**src/rtl/uart_pkg.sv**
```systemverilog
// Shared types and constants for the memory-mapped UART transmitter:
// FSM state encoding, STATUS bit positions and register offsets.
package uart_pkg;

  typedef enum logic [1:0] {
    IDLE  = 2'd0,
    START = 2'd1,
    DATA  = 2'd2,
    STOP  = 2'd3
  } state_t;

  localparam int BUSY    = 0;
  localparam int FULL    = 1;
  localparam int EMPTY   = 2;
  localparam int OVF     = 3;
  localparam int CNT_LSB = 4;

  localparam logic [31:0] DATA_OFS   = 32'd0;
  localparam logic [31:0] STATUS_OFS = 32'd4;

endpackage

```
**src/rtl/mmio_uart_tx_if.sv**
```systemverilog
// Core data-memory port as seen by the UART: store strobe, address and data
// from the core; hit and read data back to the core's load mux.
interface mmio_uart_tx_if;
  logic        memwrite;
  logic [31:0] dataadr;
  logic [31:0] writedata;
  logic        hit;
  logic [31:0] rdata;

  // Store semantics: a store is taken on any posedge where memwrite is high;
  // there is no ready/backpressure, so hit/rdata are purely combinational.
  modport master (output memwrite, dataadr, writedata, input hit, rdata);
  modport slave  (input memwrite, dataadr, writedata, output hit, rdata);
endinterface

```
**src/rtl/sync_fifo.sv**
```systemverilog
// Synchronous FIFO with wrap-bit pointers; a push into a full FIFO is accepted
// only when a pop happens in the same cycle.
module sync_fifo #(
  parameter  int WIDTH = 8,
  parameter  int DEPTH = 4,
  localparam int AW    = $clog2(DEPTH),
  localparam int CW    = AW + 1
) (
  input  logic             clk,
  input  logic             rst,
  input  logic             push,
  input  logic             pop,
  input  logic [WIDTH-1:0] wdata,
  output logic [WIDTH-1:0] rdata,
  output logic             full,
  output logic             empty,
  output logic [CW-1:0]    count
);

  logic [WIDTH-1:0] mem [DEPTH];
  logic [AW:0]      wptr;
  logic [AW:0]      rptr;
  logic             do_push;
  logic             do_pop;

  assign count   = wptr - rptr;
  assign full    = (count == CW'(DEPTH));
  assign empty   = (count == '0);
  assign rdata   = mem[rptr[AW-1:0]];
  assign do_pop  = pop && !empty;
  assign do_push = push && (!full || do_pop);

  always_ff @(posedge clk) begin
    if (rst) begin
      wptr <= '0;
      rptr <= '0;
    end else begin
      if (do_push) begin
        mem[wptr[AW-1:0]] <= wdata;
        wptr              <= wptr + 1'b1;
      end
      if (do_pop) begin
        rptr <= rptr + 1'b1;
      end
    end
  end

endmodule

```
**src/rtl/mmio_uart_tx.sv**
```systemverilog
// Memory-mapped 8N1 UART transmitter: DATA register pushes bytes into a FIFO,
// STATUS register reports busy/full/empty/overflow/count.
module mmio_uart_tx
  import uart_pkg::*;
#(
  parameter int          CLK_DIV    = 868,
  parameter logic [31:0] BASE_ADDR  = 32'h0000_0080,
  parameter int          FIFO_DEPTH = 4
) (
  input  logic           clk,
  input  logic           rst,
  mmio_uart_tx_if.slave  bus,
  output logic           txd,
  output logic           irq
);

  localparam int BW = $clog2(CLK_DIV);
  localparam int CW = $clog2(FIFO_DEPTH) + 1;

  state_t        state;
  logic [BW-1:0] baud;
  logic [2:0]    bit_idx;
  logic [7:0]    shift;
  logic          ovf;

  logic          hit;
  logic          sel_status;
  logic          sel_data;
  logic          push;
  logic          pop;
  logic          ovf_clr;
  logic          period_end;
  logic [7:0]    head;
  logic          fifo_full;
  logic          fifo_empty;
  logic [CW-1:0] count;
  logic [31:0]   status;
  logic          unused;

  assign hit        = (bus.dataadr[31:3] == BASE_ADDR[31:3]);
  assign sel_status = (bus.dataadr[2] == STATUS_OFS[2]);
  assign sel_data   = (bus.dataadr[2] == DATA_OFS[2]);
  assign push       = bus.memwrite && hit && sel_data;
  assign ovf_clr    = bus.memwrite && hit && sel_status && bus.writedata[OVF];
  assign pop        = (state == IDLE) && !fifo_empty;
  assign period_end = (baud == BW'(CLK_DIV - 1));
  assign unused     = ^{bus.dataadr[1:0], bus.writedata[31:8]};

  sync_fifo #(.WIDTH(8), .DEPTH(FIFO_DEPTH)) u_fifo (
    .clk   (clk),
    .rst   (rst),
    .push  (push),
    .pop   (pop),
    .wdata (bus.writedata[7:0]),
    .rdata (head),
    .full  (fifo_full),
    .empty (fifo_empty),
    .count (count)
  );

  always_comb begin
    status                 = '0;
    status[BUSY]           = (state != IDLE);
    status[FULL]           = fifo_full;
    status[EMPTY]          = fifo_empty;
    status[OVF]            = ovf;
    status[CNT_LSB +: 5]   = 5'(count);
  end

  assign bus.hit   = hit;
  assign bus.rdata = sel_status ? status : 32'd0;

  // Overflow is sticky: only a STATUS write with bit 3 set clears it.
  always_ff @(posedge clk) begin
    if (rst) begin
      ovf <= 1'b0;
    end else if (push && fifo_full && !pop) begin
      ovf <= 1'b1;
    end else if (ovf_clr) begin
      ovf <= 1'b0;
    end
  end

  // txd is registered from the current state, so the line lags the state by
  // one cycle; every state still holds the line for exactly CLK_DIV cycles.
  always_ff @(posedge clk) begin
    if (rst) begin
      state   <= IDLE;
      baud    <= '0;
      bit_idx <= '0;
      shift   <= '0;
      txd     <= 1'b1;
      irq     <= 1'b1;
    end else begin
      irq  <= fifo_empty && (state == IDLE);
      baud <= (state == IDLE || period_end) ? '0 : baud + 1'b1;
      case (state)
        IDLE: begin
          txd <= 1'b1;
          if (!fifo_empty) begin
            shift <= head;
            state <= START;
          end
        end
        START: begin
          txd <= 1'b0;
          if (period_end) begin
            state   <= DATA;
            bit_idx <= '0;
          end
        end
        DATA: begin
          txd <= shift[0];
          if (period_end) begin
            shift   <= shift >> 1;
            bit_idx <= bit_idx + 1'b1;
            if (bit_idx == 3'd7) begin
              state <= STOP;
            end
          end
        end
        STOP: begin
          txd <= 1'b1;
          if (period_end) begin
            state <= IDLE;
          end
        end
        default: state <= IDLE;
      endcase
    end
  end

endmodule

```
**src/flat_wrapper.sv**
```systemverilog
// flat-port wrapper written by rule: the top's interface ports become plain ports
module mmio_uart_tx_flat import uart_pkg::*;
#(
  parameter int          CLK_DIV    = 868,
  parameter logic [31:0] BASE_ADDR  = 32'h0000_0080,
  parameter int          FIFO_DEPTH = 4
)
  (clk, rst, txd, irq, bus_memwrite, bus_dataadr, bus_writedata, bus_hit, bus_rdata);
  mmio_uart_tx_if bus_i ();
  input  logic clk;
  input  logic rst;
  output logic txd;
  output logic irq;
  input wire logic [$bits(bus_i.memwrite)-1:0] bus_memwrite;
  input wire logic [$bits(bus_i.dataadr)-1:0] bus_dataadr;
  input wire logic [$bits(bus_i.writedata)-1:0] bus_writedata;
  output wire logic [$bits(bus_i.hit)-1:0] bus_hit;
  output wire logic [$bits(bus_i.rdata)-1:0] bus_rdata;
  assign bus_i.memwrite = bus_memwrite;
  assign bus_i.dataadr = bus_dataadr;
  assign bus_i.writedata = bus_writedata;
  assign bus_hit = bus_i.hit;
  assign bus_rdata = bus_i.rdata;
  mmio_uart_tx #(.CLK_DIV(CLK_DIV), .BASE_ADDR(BASE_ADDR), .FIFO_DEPTH(FIFO_DEPTH)) u_core (.clk(clk), .rst(rst), .bus(bus_i), .txd(txd), .irq(irq));
endmodule
```
**config.mk**
```make
export PLATFORM = sky130hd
export DESIGN_NAME = mmio_uart_tx_flat
export DESIGN_NICKNAME = d
export VERILOG_FILES = /design/src/rtl/uart_pkg.sv /design/src/rtl/mmio_uart_tx_if.sv /design/src/rtl/sync_fifo.sv /design/src/rtl/mmio_uart_tx.sv /design/src/flat_wrapper.sv
export SDC_FILE = /design/constraint.sdc
export NUM_CORES = 1
export LEC_CHECK = 0
export BUFFER_PORTS_ARGS = -buffer_cell sky130_fd_sc_hd__buf_2
export CAP_MARGIN = 40
export CORE_ASPECT_RATIO = 0.75
export CORE_UTILIZATION = 51
export DETAILED_ROUTE_END_ITERATION = 8
export GPL_TIMING_DRIVEN = 0
export PLACE_DENSITY = 0.89
export SLEW_MARGIN = 30
export SYNTH_ARGS = -nofsm -noshare
export SYNTH_HDL_FRONTEND = slang
export SYNTH_SLANG_ARGS = --single-unit
```
**constraint.sdc**
```tcl
create_clock -name clk -period 3.5 [get_ports clk]
set_clock_uncertainty 0.05 [all_clocks]
set_input_delay 0.35 -clock clk [delete_from_list [all_inputs] [get_ports clk]]
set_output_delay 0.35 -clock clk [all_outputs]
set_load 0.005 [all_outputs]
```
Yosys cells after proc, flatten, opt, wreduce, memory -nomap -nowiden
Memories as Yosys holds them, arrays and structs flattened. A register that Yosys moved wholly into a read port is not among the register bits.
Cells that the tools add are included.
{"block": "word_totals", "regBits": 32, "wordCells": 75, "ramBits": 32, "out_inout_bits": 35, "mem_count": 1}
{"name": "u_core.u_fifo.mem", "words": 4, "width": 8, "read_ports": 1, "rd_ports_with_merged_regs": 1, "wr": 1, "line": "sync_fifo.sv:20", "rtl": "logic [WIDTH-1:0] mem [DEPTH];"}
{"block": "classes", "n_eq_ne": 12, "n_addsub": 5, "n_mux": 21, "n_reduce_logical": 26, "n_bitwise": 1}
{"operator": "equality test 29 x 5 -> 1 bit (second input constant)", "count": 1}
{"operator": "two-way mux 8 bit", "count": 2}
{"operator": "case mux 8 bit (2 select lines)", "count": 1}
{"operator": "two-way mux 2 bit", "count": 7}
{"operator": "adder 10 x 1 -> 10 bit (second input constant)", "count": 1}
{"operator": "equality test 10 bit (second input constant)", "count": 1}
{"operator": "logical AND 1 bit", "count": 10}
{"operator": "adder 3 x 1 -> 3 bit (second input constant)", "count": 3}
{"operator": "!= test 2 x 1 -> 1 bit (second input constant)", "count": 4}
{"operator": "case mux 2 bit (4 select lines)", "count": 1}
{"operator": "nonzero test 2 bit", "count": 4}
{"operator": "two-way mux 7 bit", "count": 1}
{"operator": "equality test 3 bit (second input constant)", "count": 2}
{"operator": "two-way mux 3 bit", "count": 2}
{"operator": "case mux 3 bit (2 select lines)", "count": 1}
{"operator": "AND reduction 3 bit", "count": 2}
{"operator": "two-way mux 1 bit", "count": 5}
{"operator": "AND reduction 5 bit", "count": 1}
{"operator": "equality test 2 bit (second input constant)", "count": 2}
{"operator": "OR reduction 2 bit", "count": 2}
{"operator": "zero test 1 bit", "count": 3}
{"operator": "zero test 3 bit", "count": 1}
{"operator": "case mux 1 bit (3 select lines)", "count": 1}
{"operator": "subtractor 3 bit", "count": 1}
{"operator": "other kinds (5)", "count": 6}

Longest topological paths before layout
Gate-level depths: netlist of run 1.
{"block": "logic_depth", "ltp_word": 10, "depth_mapped": 8, "mapped_depth_nobuf": 7}

By module
Synthesis of run 1 repeated with hierarchy kept, for this count alone.
{"block": "hier_totals", "hier_cells": 279, "hier_area_um2": 3314.4}
{"mod": "sync_fifo", "cells_each": 96, "n_inst": 1, "seq_area_each_um2": 1121.1, "area_per_inst_um2": 1677.9}
{"mod": "mmio_uart_tx", "cells_each": 183, "n_inst": 1, "seq_area_each_um2": 520.5, "area_per_inst_um2": 1636.6}

Least setup slack after synthesis of run 1
Ideal clock, no wire load.
{"block": "synth_path", "kind": "register -> register", "startpoint": "register u_core.u_fifo.wptr[0]", "endpoint": "memory u_core.u_fifo.mem[1][0], enable pin", "period_less_slack_ps": 2959, "setup_time_ps": 370, "path_stages_with_launch": 9, "arrival_time_ps": 2539, "required_ps": 3080, "slack_ps": 541, "path_cell_list": "dfxtp_1 inv_1 ha_1 fa_1 xor3_2 buf_6 a41o_1 or4_4 nor3b_2"}
{"block": "synth_via", "elab_chain_len": 10, "word_cells_on_any_way": 12}
{"element": "from (decl)", "line": "sync_fifo.sv:21", "rtl": "logic [AW:0] wptr;"}
{"element": "from (signal assigned)", "line": "sync_fifo.sv:40", "rtl": "wptr <= wptr + 1'b1;"}
{"element": "subtractor 3 bit", "line": "sync_fifo.sv:26", "rtl": "assign count = wptr - rptr;"}
{"element": "zero test 3 bit", "line": "sync_fifo.sv:28", "rtl": "assign empty = (count == '0);"}
{"element": "zero test 1 bit", "line": "sync_fifo.sv:30, mmio_uart_tx.sv:45"}
{"element": "logical AND 1 bit", "line": "mmio_uart_tx.sv:45", "rtl": "assign pop = (state == IDLE) && !fifo_empty;"}
{"element": "logical AND 1 bit", "line": "sync_fifo.sv:30", "rtl": "assign do_pop = pop && !empty;"}
{"element": "logical OR 1 bit", "line": "sync_fifo.sv:31", "rtl": "assign do_push = push && (!full || do_pop);"}
{"element": "logical AND 1 bit", "line": "sync_fifo.sv:31"}
{"element": "two-way mux 1 bit", "line": "sync_fifo.sv:38", "rtl": "if (do_push) begin"}
{"element": "two-way mux 1 bit", "line": "sync_fifo.sv:34", "rtl": "if (rst) begin"}
{"element": "two-way mux 1 bit (implied by the code)", "line": "sync_fifo.sv:39", "rtl": "mem[wptr[AW-1:0]] <= wdata;"}
{"element": "to (decl)", "line": "sync_fifo.sv:20"}
Parallel ways exist; a longest one is shown, timed or not.

Worst setup path in the final report of run 1
{"block": "layout_path", "startpoint": "register u_core.u_fifo.wptr[0]", "endpoint": "memory u_core.u_fifo.mem[2][7], enable pin"}
The elaborated chain is that of the path after synthesis.

==> results.yml, run 1 <==
outcome:
  status: "complete, no violations"
global_routing:
  grt_pass1_wl_um: 9870
  overflow: 0
  grt_start_max_net_pins: 14
  grt_use_total_pct: 19.9
  grt_pass1_vias: 2087
  antenna_found_initial: 0
setup_path:
  r2r_cells: 8
  cp-start-kind: "flip-flop"
  crit_family: "simple AND/OR/NAND/NOR gates"
  critPathArrivalTime_ps: 3320
  path_class: "flip-flop to flip-flop"
  cpPeakStageDelay_ps: 670
  endpoint: "u_core.u_fifo.mem[2][7]$_DFFE_PP_"
  rrSetupSlack_ps: 110
  r2r_end: "u_core.u_fifo.mem[2][7]$_DFFE_PP_"
  crit_path_end_kind: "flip-flop"
  cp.depth: 8
  worstPathRequired_ps: 3420
  cp_cell_sequence: "inv_1, ha_1, fa_1, xor3_2, buf_6, a41o_1, or4_4, nor3b_2"
  slowest_stage: "nor3b_2"
  path_max_fanout: 10
  r2r-start: "u_core.u_fifo.wptr[0]$_SDFFE_PP0P_"
  crit_path_start: "u_core.u_fifo.wptr[0]$_SDFFE_PP0P_"
  worst-path-buf-inv: 2
synthesis:
  synth_area_leader_cell: "edfxtp_1"
  ys_seq_area_share_pct: 50.3
  synth_top_area_share_pct: 29.4
  synth_warnings: 0
  avgSynthCellArea_um2: 11.5
  synthTopCellsByArea: "edfxtp_1 (29%), dfxtp_1 (21%), buf_4 (5.7%), mux4_2 (5.5%), ha_1 (5.4%)"
  async_reset_ff_share_pct: 0
  synth-edff-count: 32
  synth-main-ff-cell: "dfxtp_1"
  ys_ff_latch: 66
  synth_cell_type_count: 52
  syn_area_mm2: 0.00326
  syn_inst: 285
placement:
  dp_slack_ps: 137
  gp_congestion: 0.811
  placed_cells_incl_taps: 437
  dp_hpwl_um: 4480
  io_buffers: 50
floorplan:
  ios: 102
  coreArea_mm2: 0.00601
  chipHeight_um: 71.3
  die_w_um: 94.4
  dieArea_mm2: 0.00673
  start_util_pct: 54.4
  row_count: 24
clock_network:
  clock-root-buffer: "clkbuf_8"
  cts_tree: "yes"
  cts_setup_buffers: 0
  clock_latency_ps: 350
  cts_buffers: 9
  htreeDepth: 3
  cts.repair.resized: 0
  clock-sinks: 66
  clkSlewWorstSetupHoldPaths_ps: 80
  clockBufferDepth: 2
  cts_hold_buf: 0
drt:
  wl_um: 6130
  firstDrtPassIters: 4
  viasPerCell: 5.13
  ant_nets: 0
  wl_per_cell_um: 13.5
  drc_errors: 0
  vias: 2325
  first_iter_violations: 108
timing:
  drv_slew: 0
  max_slew_margin_pct: 48.9
  period_minus_slack_ps: 3390
  setup_violations: 0
  hold_viol_final: 0
  fin_crit_sh_pct: 96.9
  worst_pin_slew_ps: 763
  fmax_mhz: 295
  timing.final.ws_setup_ps: 108
  finalSetupTns_ps: 0
  rsz0062_at_grt: "true"
pwr:
  power_density_mw_per_mm2: 602
  ir_drop_uv: 344
  leakagePower_uw: 0.00161
final_layout:
  utilization_pct: 65.0
  final_common_cell: "buf_2"
  fin_nets: 452
  antennaDiodeCount: 0
  stdcell_count: 453
  drive_gt1_share_pct: 30.4
  mostFrequentLayoutCells: "buf_2 (51), dfxtp_1 (34), edfxtp_1 (32), nor2_1 (27)"
  area_delta_synth_final_pct: 19.6
run:
  maxCapViolCount: 0
hold_path:
  min_from: "bus_writedata[7]"
  hold_path_class: "input port to flip-flop"
## flip-flops by register name, indices dropped and copies added (netlist names), named ones only
| signal | count |
|---|---|
| u_core.u_fifo.mem | 32 |
| u_core.baud | 10 |
| u_core.shift | 8 |
| u_core.bit_idx | 3 |
| u_core.u_fifo.rptr | 3 |
| u_core.u_fifo.wptr | 3 |
| u_core.state | 2 |
| u_core.irq | 1 |
| u_core.ovf | 1 |
| u_core.txd | 1 |
## logic make-up after synthesis
group	count (synthesis)	synth area share (%)
compound gates	34	6.79
xor+xnor	11	3.45
fa+ha+maj	15	5.98
buf+inv	46	8.43
flops	66	50.3
mux	18	8.66
other cells	1	0.115
simple gates	94	16.3
## worst min path at each step
stage	slack (ps)	cells after the start	endpoint
final	160	1	u_core.u_fifo.mem[0][7]$_DFFE_PP_
after global routing	150	1	u_core.u_fifo.mem[1][7]$_DFFE_PP_
after floorplan	380	1	u_core.baud[0]$_SDFF_PP0_
after CTS	140	1	u_core.u_fifo.mem[0][6]$_DFFE_PP_
after global placement	390	1	u_core.baud[0]$_SDFF_PP0_
after detailed placement	410	1	u_core.baud[0]$_SDFF_PP0_
## power breakdown
part	total [uW]	leakage [uW]	switching [uW]	internal (uW)
registers	917	0.000565	38.8	878
clock network	647	0.000100	313	335
logic	785	0.000949	429	356
total	2350	0.00161	780	1570
## area by class of cell
cell class              count  area [um^2]
plain buffers              35          234
clock buffers               9          124
well taps                  78         97.6
multi-input cells         197         1440
clock inverters             7         77.6
inverters                  11         41.3
repair buffers             50          250
flip-flops and latches     66         1640
fillers                   472         2100
## through the flow
| stage | hold slack (ps) | power [uW] | instance area (um^2) |
|---|---|---|---|
| after floorplan | 380 | 1510 | 3350 |
| after global placement | 392 | 1680 | 3700 |
| after detailed placement | 407 | 1720 | 3700 |
| after CTS | 140 | 2370 | 3900 |
| after global routing | 148 | 2490 | 3900 |
| final | 158 | 2350 | 3900 |
## Yosys cell counts, drive strengths merged, types with 3 or more instances
| cell | count |
|---|---|
| dfxtp | 34 |
| edfxtp | 32 |
| buf | 27 |
| nor2 | 27 |
| ha | 14 |
| inv | 11 |
| a21oi | 10 |
| nor3 | 10 |
| o21ai | 10 |
| or3 | 9 |
| clkbuf | 8 |
| mux2i | 8 |
| mux4 | 8 |
| nand2 | 7 |
| nand4 | 7 |
| nor4 | 6 |
| nor3b | 5 |
| xnor2 | 5 |
| xor2 | 5 |
| nand3 | 4 |
| nor2b | 4 |
| nand2b | 3 |
## per-layer routing
| layer | vias up | global-route usage (%) | share of wire, % |
|---|---|---|---|
| li1 | 1169 | - | - |
| met1 | 1082 | 24.3 | 44 |
| met2 | 70 | 33.7 | 50 |
| met3 | 4 | 6.37 | 5.5 |
| met4 | 0 | 5.98 | 0.52 |
| met5 | - | 0 | 0 |
No activity file was read; power rests on OpenSTA's default activity.
==> run 2, diff against run 1 <==
--- a/config.mk
+++ b/config.mk
@@ -12,6 +12,7 @@
 export DETAILED_ROUTE_END_ITERATION = 8
 export GPL_TIMING_DRIVEN = 0
 export PLACE_DENSITY = 0.89
+export SETUP_SLACK_MARGIN = 0.2
 export SLEW_MARGIN = 30
 export SYNTH_ARGS = -nofsm -noshare
 export SYNTH_HDL_FRONTEND = slang
==> run 2 against run 1 <==
Compared with the run above:
- critical path depth rose by 1
- first-iteration DRC count grew 0.93%
- via count grew 3.1%
- sequential cell count did not move
- utilization is 1.7 points higher
- global-route usage up 0.093 points
- setup slack better by 240 ps
- worst hold slack worse by 5.6 ps
- largest cell class unchanged
==> results.yml, run 2 (same netlist as run 1, synthesis figures left out) <==
floorplan:
  chipHeight_um: 71.3
  dieArea_mm2: 0.00673
  coreArea_mm2: 0.00601
  start_util_pct: 54.4
  row_count: 24
  ios: 102
  die_w_um: 94.4
setup_path:
  critPathArrivalTime_ps: 3170
  crit_path_start: "u_core.u_fifo.wptr[0]$_SDFFE_PP0P_"
  cp_cell_sequence: "inv_1, ha_1, fa_1, xor3_2, buf_6, a41o_1, or4_4, nor3b_4, buf_12"
  cp-start-kind: "flip-flop"
  worstPathRequired_ps: 3520
  r2r-start: "u_core.u_fifo.wptr[0]$_SDFFE_PP0P_"
  crit_family: "simple AND/OR/NAND/NOR gates"
  slowest_stage: "or4_4"
  crit_path_end_kind: "flip-flop"
  path_class: "flip-flop to flip-flop"
  r2r_cells: 9
  worst-path-buf-inv: 3
  cpPeakStageDelay_ps: 520
  rrSetupSlack_ps: 340
  path_max_fanout: 10
  r2r_end: "u_core.u_fifo.mem[3][6]$_DFFE_PP_"
timing:
  hold_viol_final: 0
  period_minus_slack_ps: 3160
  rsz0062_at_grt: "false"
  fin_crit_sh_pct: 90.2
  fmax_mhz: 317
  drv_slew: 0
  worst_pin_slew_ps: 856
  max_slew_margin_pct: 43.0
  timing.final.ws_setup_ps: 344
  finalSetupTns_ps: 0
  setup_violations: 0
clock_network:
  clock-sinks: 66
  clkSlewWorstSetupHoldPaths_ps: 90
  clock-root-buffer: "clkbuf_8"
  clockBufferDepth: 2
  cts_hold_buf: 0
  htreeDepth: 3
  clock_latency_ps: 360
  cts_buffers: 9
  cts_tree: "yes"
final_layout:
  fillers: 448
  drive_gt1_share_pct: 31.1
  antennaDiodeCount: 0
  mostFrequentLayoutCells: "buf_2 (51), dfxtp_1 (34), edfxtp_1 (32), nor2_1 (27)"
  fin_area_mm2: 0.00401
  area_delta_synth_final_pct: 22.8
  final_common_cell: "buf_2"
  fin_nets: 456
  largest_reg_flops: 32
outcome:
  status: "complete, no violations"
hold_path:
  min_from: "bus_writedata[7]"
  hold_path_end: "u_core.u_fifo.mem[1][7]$_DFFE_PP_"
  holdPathStages: 1
  hold_path_class: "input port to flip-flop"
global_routing:
  grt_use_total_pct: 20.0
  met1_usage_pct: 24.4
  use_met3_pct: 6.37
  grt_pass1_vias: 2090
  grt_start_max_net_pins: 14
  overflow: 0
  antenna_found_initial: 0
  grt_pass1_wl_um: 9910
  gr-max-usage-layer: "met2"
  grt_use_met2_pct: 33.9
pwr:
  leakagePower_uw: 0.00168
  power_density_mw_per_mm2: 591
  ir_drop_uv: 334
  p_total_uw: 2370
drt:
  firstDrtPassIters: 4
  wl_per_cell_um: 14.4
  vias: 2397
  ant_nets: 0
  viasPerCell: 5.25
  wl_um: 6600
  first_iter_violations: 109
  drc_errors: 0
placement:
  postPlaceCellArea_mm2: 0.00370
  gp_congestion: 0.811
  io_buffers: 50
  dp_hpwl_um: 4480
  dp_slack_ps: 137
run:
  maxCapViolCount: 0
-- run 2: cell types whose count changed in the layout (fill, tap and decap cells not counted), sizes merged --
cell | before | now
buf | 77 | 81
-- run 2: worst max path at each step --
stage / cells after the start / endpoint / slack, ps
after floorplan: 8 / u_core.u_fifo.mem[1][0]$_DFFE_PP_ / 540
after global placement: 8 / u_core.u_fifo.mem[2][5]$_DFFE_PP_ / 270
after detailed placement: 8 / u_core.u_fifo.mem[2][5]$_DFFE_PP_ / 140
after CTS: 8 / u_core.u_fifo.mem[0][4]$_DFFE_PP_ / 120
after global routing: 9 / u_core.u_fifo.mem[3][6]$_DFFE_PP_ / 250
final: 9 / u_core.u_fifo.mem[3][6]$_DFFE_PP_ / 340
-- run 2: what timing repair did --
item                       in CTS  in global routing
setup endpoints to repair      32                 32
gates resized for setup         1                  3
buffers inserted                0                  4
pin swaps                       0                  4
-- run 2: cell type report --
class / count / area, um^2 / area share [%]
Inverter: 11 / 41.3 / 1.03
Timing Repair Buffer: 54 / 330 / 8.24
Buffer: 35 / 234 / 5.84
Clock buffer: 9 / 124 / 3.09
Tap cell: 78 / 97.6 / 2.43
Multi-Input combinational cell: 197 / 1460 / 36.5
Sequential cell: 66 / 1640 / 40.9
Clock inverter: 7 / 77.6 / 1.94
-- run 2: worst register-to-register path, cell delays in order, from the launching register on --
cell     delay (ps)
dfxtp_1         400
inv_1           130
ha_1            230
fa_1            390
xor3_2          260
buf_6           160
a41o_1          280
or4_4           520
nor3b_4         270
buf_12          170
-- run 2: power breakdown --
part,total (uW),internal [uW],switching [uW]
Combinational,795,356,439
Clock,656,335,321
Sequential,919,879,40.3
-- run 2: stage by stage --
step                utilization (%)  std cells  hold WS [ps]
global placement               61.6        437           392
detailed placement             61.6        437           407
CTS                            65.1        453           140
finish                         66.8        457           153
floorplan                         -        309           380
global route                   66.8        457           143
-- run 2: metal layers --
| metal | wire length [um] | share of wire, % |
|---|---|---|
| met1 | 2740 | 41 |
| met2 | 3360 | 51 |
| met3 | 418 | 6.3 |
| met4 | 80 | 1.2 |
| met5 | 0 | 0 |
==> run 3, diff against run 2 <==
--- a/config.mk
+++ b/config.mk
@@ -8,8 +8,10 @@
 export BUFFER_PORTS_ARGS = -buffer_cell sky130_fd_sc_hd__buf_2
 export CAP_MARGIN = 40
 export CORE_ASPECT_RATIO = 0.75
+export CORE_MARGIN = 2
 export CORE_UTILIZATION = 51
 export DETAILED_ROUTE_END_ITERATION = 8
+export GPL_ROUTABILITY_DRIVEN = 0
 export GPL_TIMING_DRIVEN = 0
 export PLACE_DENSITY = 0.89
 export SETUP_SLACK_MARGIN = 0.2
==> run 3 against run 2 <==
Compared with the run above:
- critical path depth stayed put
- via count up 1.7%
- setup slack gained 13 ps
- sequential share of layout area is 0.15 points higher
- combinational power barely moved
- non-clock buffer count unchanged
- worst hold slack gained 12 ps
- total power fell by 2.5%
- cell area down 0.37%
- clock power fell by 9.3%
- global-route usage about the same
- critical path type unchanged
==> results.yml, run 3 (same netlist as run 1, synthesis figures left out) <==
setup_path:
  r2r_cells: 9
  cpPeakStageDelay_ps: 510
  slowest_stage: "or4_4"
  cp-start-kind: "flip-flop"
  critPathArrivalTime_ps: 3160
  r2r-start: "u_core.u_fifo.wptr[0]$_SDFFE_PP0P_"
  r2r_end: "u_core.u_fifo.mem[3][4]$_DFFE_PP_"
  worstPathRequired_ps: 3520
  cp_cell_sequence: "inv_1, ha_1, fa_1, xor3_2, buf_6, a41o_1, or4_4, nor3b_4, buf_12"
  rrSetupSlack_ps: 360
  path_class: "flip-flop to flip-flop"
  path_max_fanout: 10
  crit_path_end_kind: "flip-flop"
global_routing:
  grt_pass1_wl_um: 10300
  grt_pass1_vias: 2195
  antenna_found_initial: 0
  grt_use_total_pct: 20.0
  overflow: 0
  grt_start_max_net_pins: 15
drt:
  drc_errors: 0
  wl_per_cell_um: 15.1
  vias: 2437
  first_iter_violations: 154
  firstDrtPassIters: 4
  ant_nets: 0
  wl_um: 6950
  viasPerCell: 5.30
hold_path:
  hold_path_end: "u_core.u_fifo.mem[2][5]$_DFFE_PP_"
  holdPathStages: 1
  hold_path_class: "input port to flip-flop"
  min_from: "bus_writedata[5]"
placement:
  dp_slack_ps: 146
  io_buffers: 50
  dp_hpwl_um: 4770
  postPlaceCellArea_mm2: 0.00371
final_layout:
  final_common_cell: "buf_2"
  utilization_pct: 63.8
  largest_reg_flops: 32
  mostFrequentLayoutCells: "buf_2 (51), dfxtp_1 (34), edfxtp_1 (32), nor2_1 (27)"
  fin_area_mm2: 0.00399
  fin_nets: 456
  antennaDiodeCount: 0
  drive_gt1_share_pct: 31.1
  area_delta_synth_final_pct: 22.3
outcome:
  status: "complete, no violations"
timing:
  timing.final.ws_setup_ps: 357
  rsz0062_at_grt: "false"
  hold_viol_final: 0
  max_slew_margin_pct: 43.1
  fin_crit_sh_pct: 89.8
  worst_pin_slew_ps: 854
  setup_violations: 0
  drv_slew: 0
  finalSetupTns_ps: 0
  period_minus_slack_ps: 3140
  fmax_mhz: 318
clock_network:
  clock-root-buffer: "clkbuf_8"
  cts_tree: "yes"
  clock-sinks: 66
  clockBufferDepth: 2
  clock_latency_ps: 350
  cts_hold_buf: 0
  clkSlewWorstSetupHoldPaths_ps: 80
  cts_buffers: 9
  htreeDepth: 3
pwr:
  leakagePower_uw: 0.00166
  power_density_mw_per_mm2: 578
  p_total_uw: 2310
  ir_drop_uv: 298
floorplan:
  ios: 102
  coreArea_mm2: 0.00626
  start_util_pct: 52.2
  row_count: 25
  chipHeight_um: 73.3
  dieArea_mm2: 0.00706
  die_w_um: 96.4
run:
  maxCapViolCount: 0
## run 3: changes by cell type in the layout (fill, tap and decap cells not counted)
cell | previous run | this run
clkinv_2 | 1 | 0
inv_6 | 2 | 5
clkinv_4 | 2 | 0
bufinv_16 | 1 | 0
clkinvlp_4 | 1 | 2
## run 3: metal layers
layer | vias up | GRT usage (%) | part of all wire, %
met5 | - | 0 | 0
met2 | 97 | 32.9 | 51
met1 | 1154 | 23.7 | 40
li1 | 1171 | - | -
met4 | 0 | 8.76 | 2.7
met3 | 15 | 7.18 | 6.5
## run 3: metrics by stage
step                hold slack [ps]  instances
floorplan                       380        309
global placement                393        440
detailed placement              401        440
CTS                             146        456
global route                    148        460
finish                          164        460
## run 3: cell type report
cell class	count	area (um^2)
plain buffers	35	234
clock buffers	9	124
clock inverters	7	58.8
fillers	466	2260
inverters	11	41.3
multi-input cells	197	1460
flip-flops and latches	66	1640
well taps	81	101
repair buffers	54	330
## run 3: critical path, delay by kind of cell (launching register included)
family,cells,cell delay [ps]
simple gates,2,780
fa+ha+maj,2,620
buf+inv,3,460
flops,1,400
compound gates,1,280
xor+xnor,1,270
## run 3: worst max-delay path by stage
stage,cells past startpoint,start,to
after global placement,8,u_core.u_fifo.wptr[0]$_SDFFE_PP0P_,u_core.u_fifo.mem[1][4]$_DFFE_PP_
after floorplan,8,u_core.u_fifo.wptr[0]$_SDFFE_PP0P_,u_core.u_fifo.mem[1][0]$_DFFE_PP_
after global routing,9,u_core.u_fifo.wptr[0]$_SDFFE_PP0P_,u_core.u_fifo.mem[3][3]$_DFFE_PP_
after CTS,8,u_core.u_fifo.wptr[0]$_SDFFE_PP0P_,u_core.u_fifo.mem[2][4]$_DFFE_PP_
final,9,u_core.u_fifo.wptr[0]$_SDFFE_PP0P_,u_core.u_fifo.mem[3][4]$_DFFE_PP_
after detailed placement,8,u_core.u_fifo.wptr[0]$_SDFFE_PP0P_,u_core.u_fifo.mem[1][4]$_DFFE_PP_
## run 3: timing repair
action | CTS | global route
pin swaps | 0 | 3
setup endpoints to repair | 32 | 32
hold endpoints to repair | 0 | 0
setup buffers | 0 | 4
resized for setup | 2 | 2
## run 3: report_power, final
| group | total, uW | leakage [uW] | switching, uW | internal, uW |
|---|---|---|---|---|
| clock network | 595 | 0.0000877 | 326 | 269 |
| registers | 920 | 0.000565 | 41.9 | 878 |
| logic | 795 | 0.00101 | 439 | 356 |
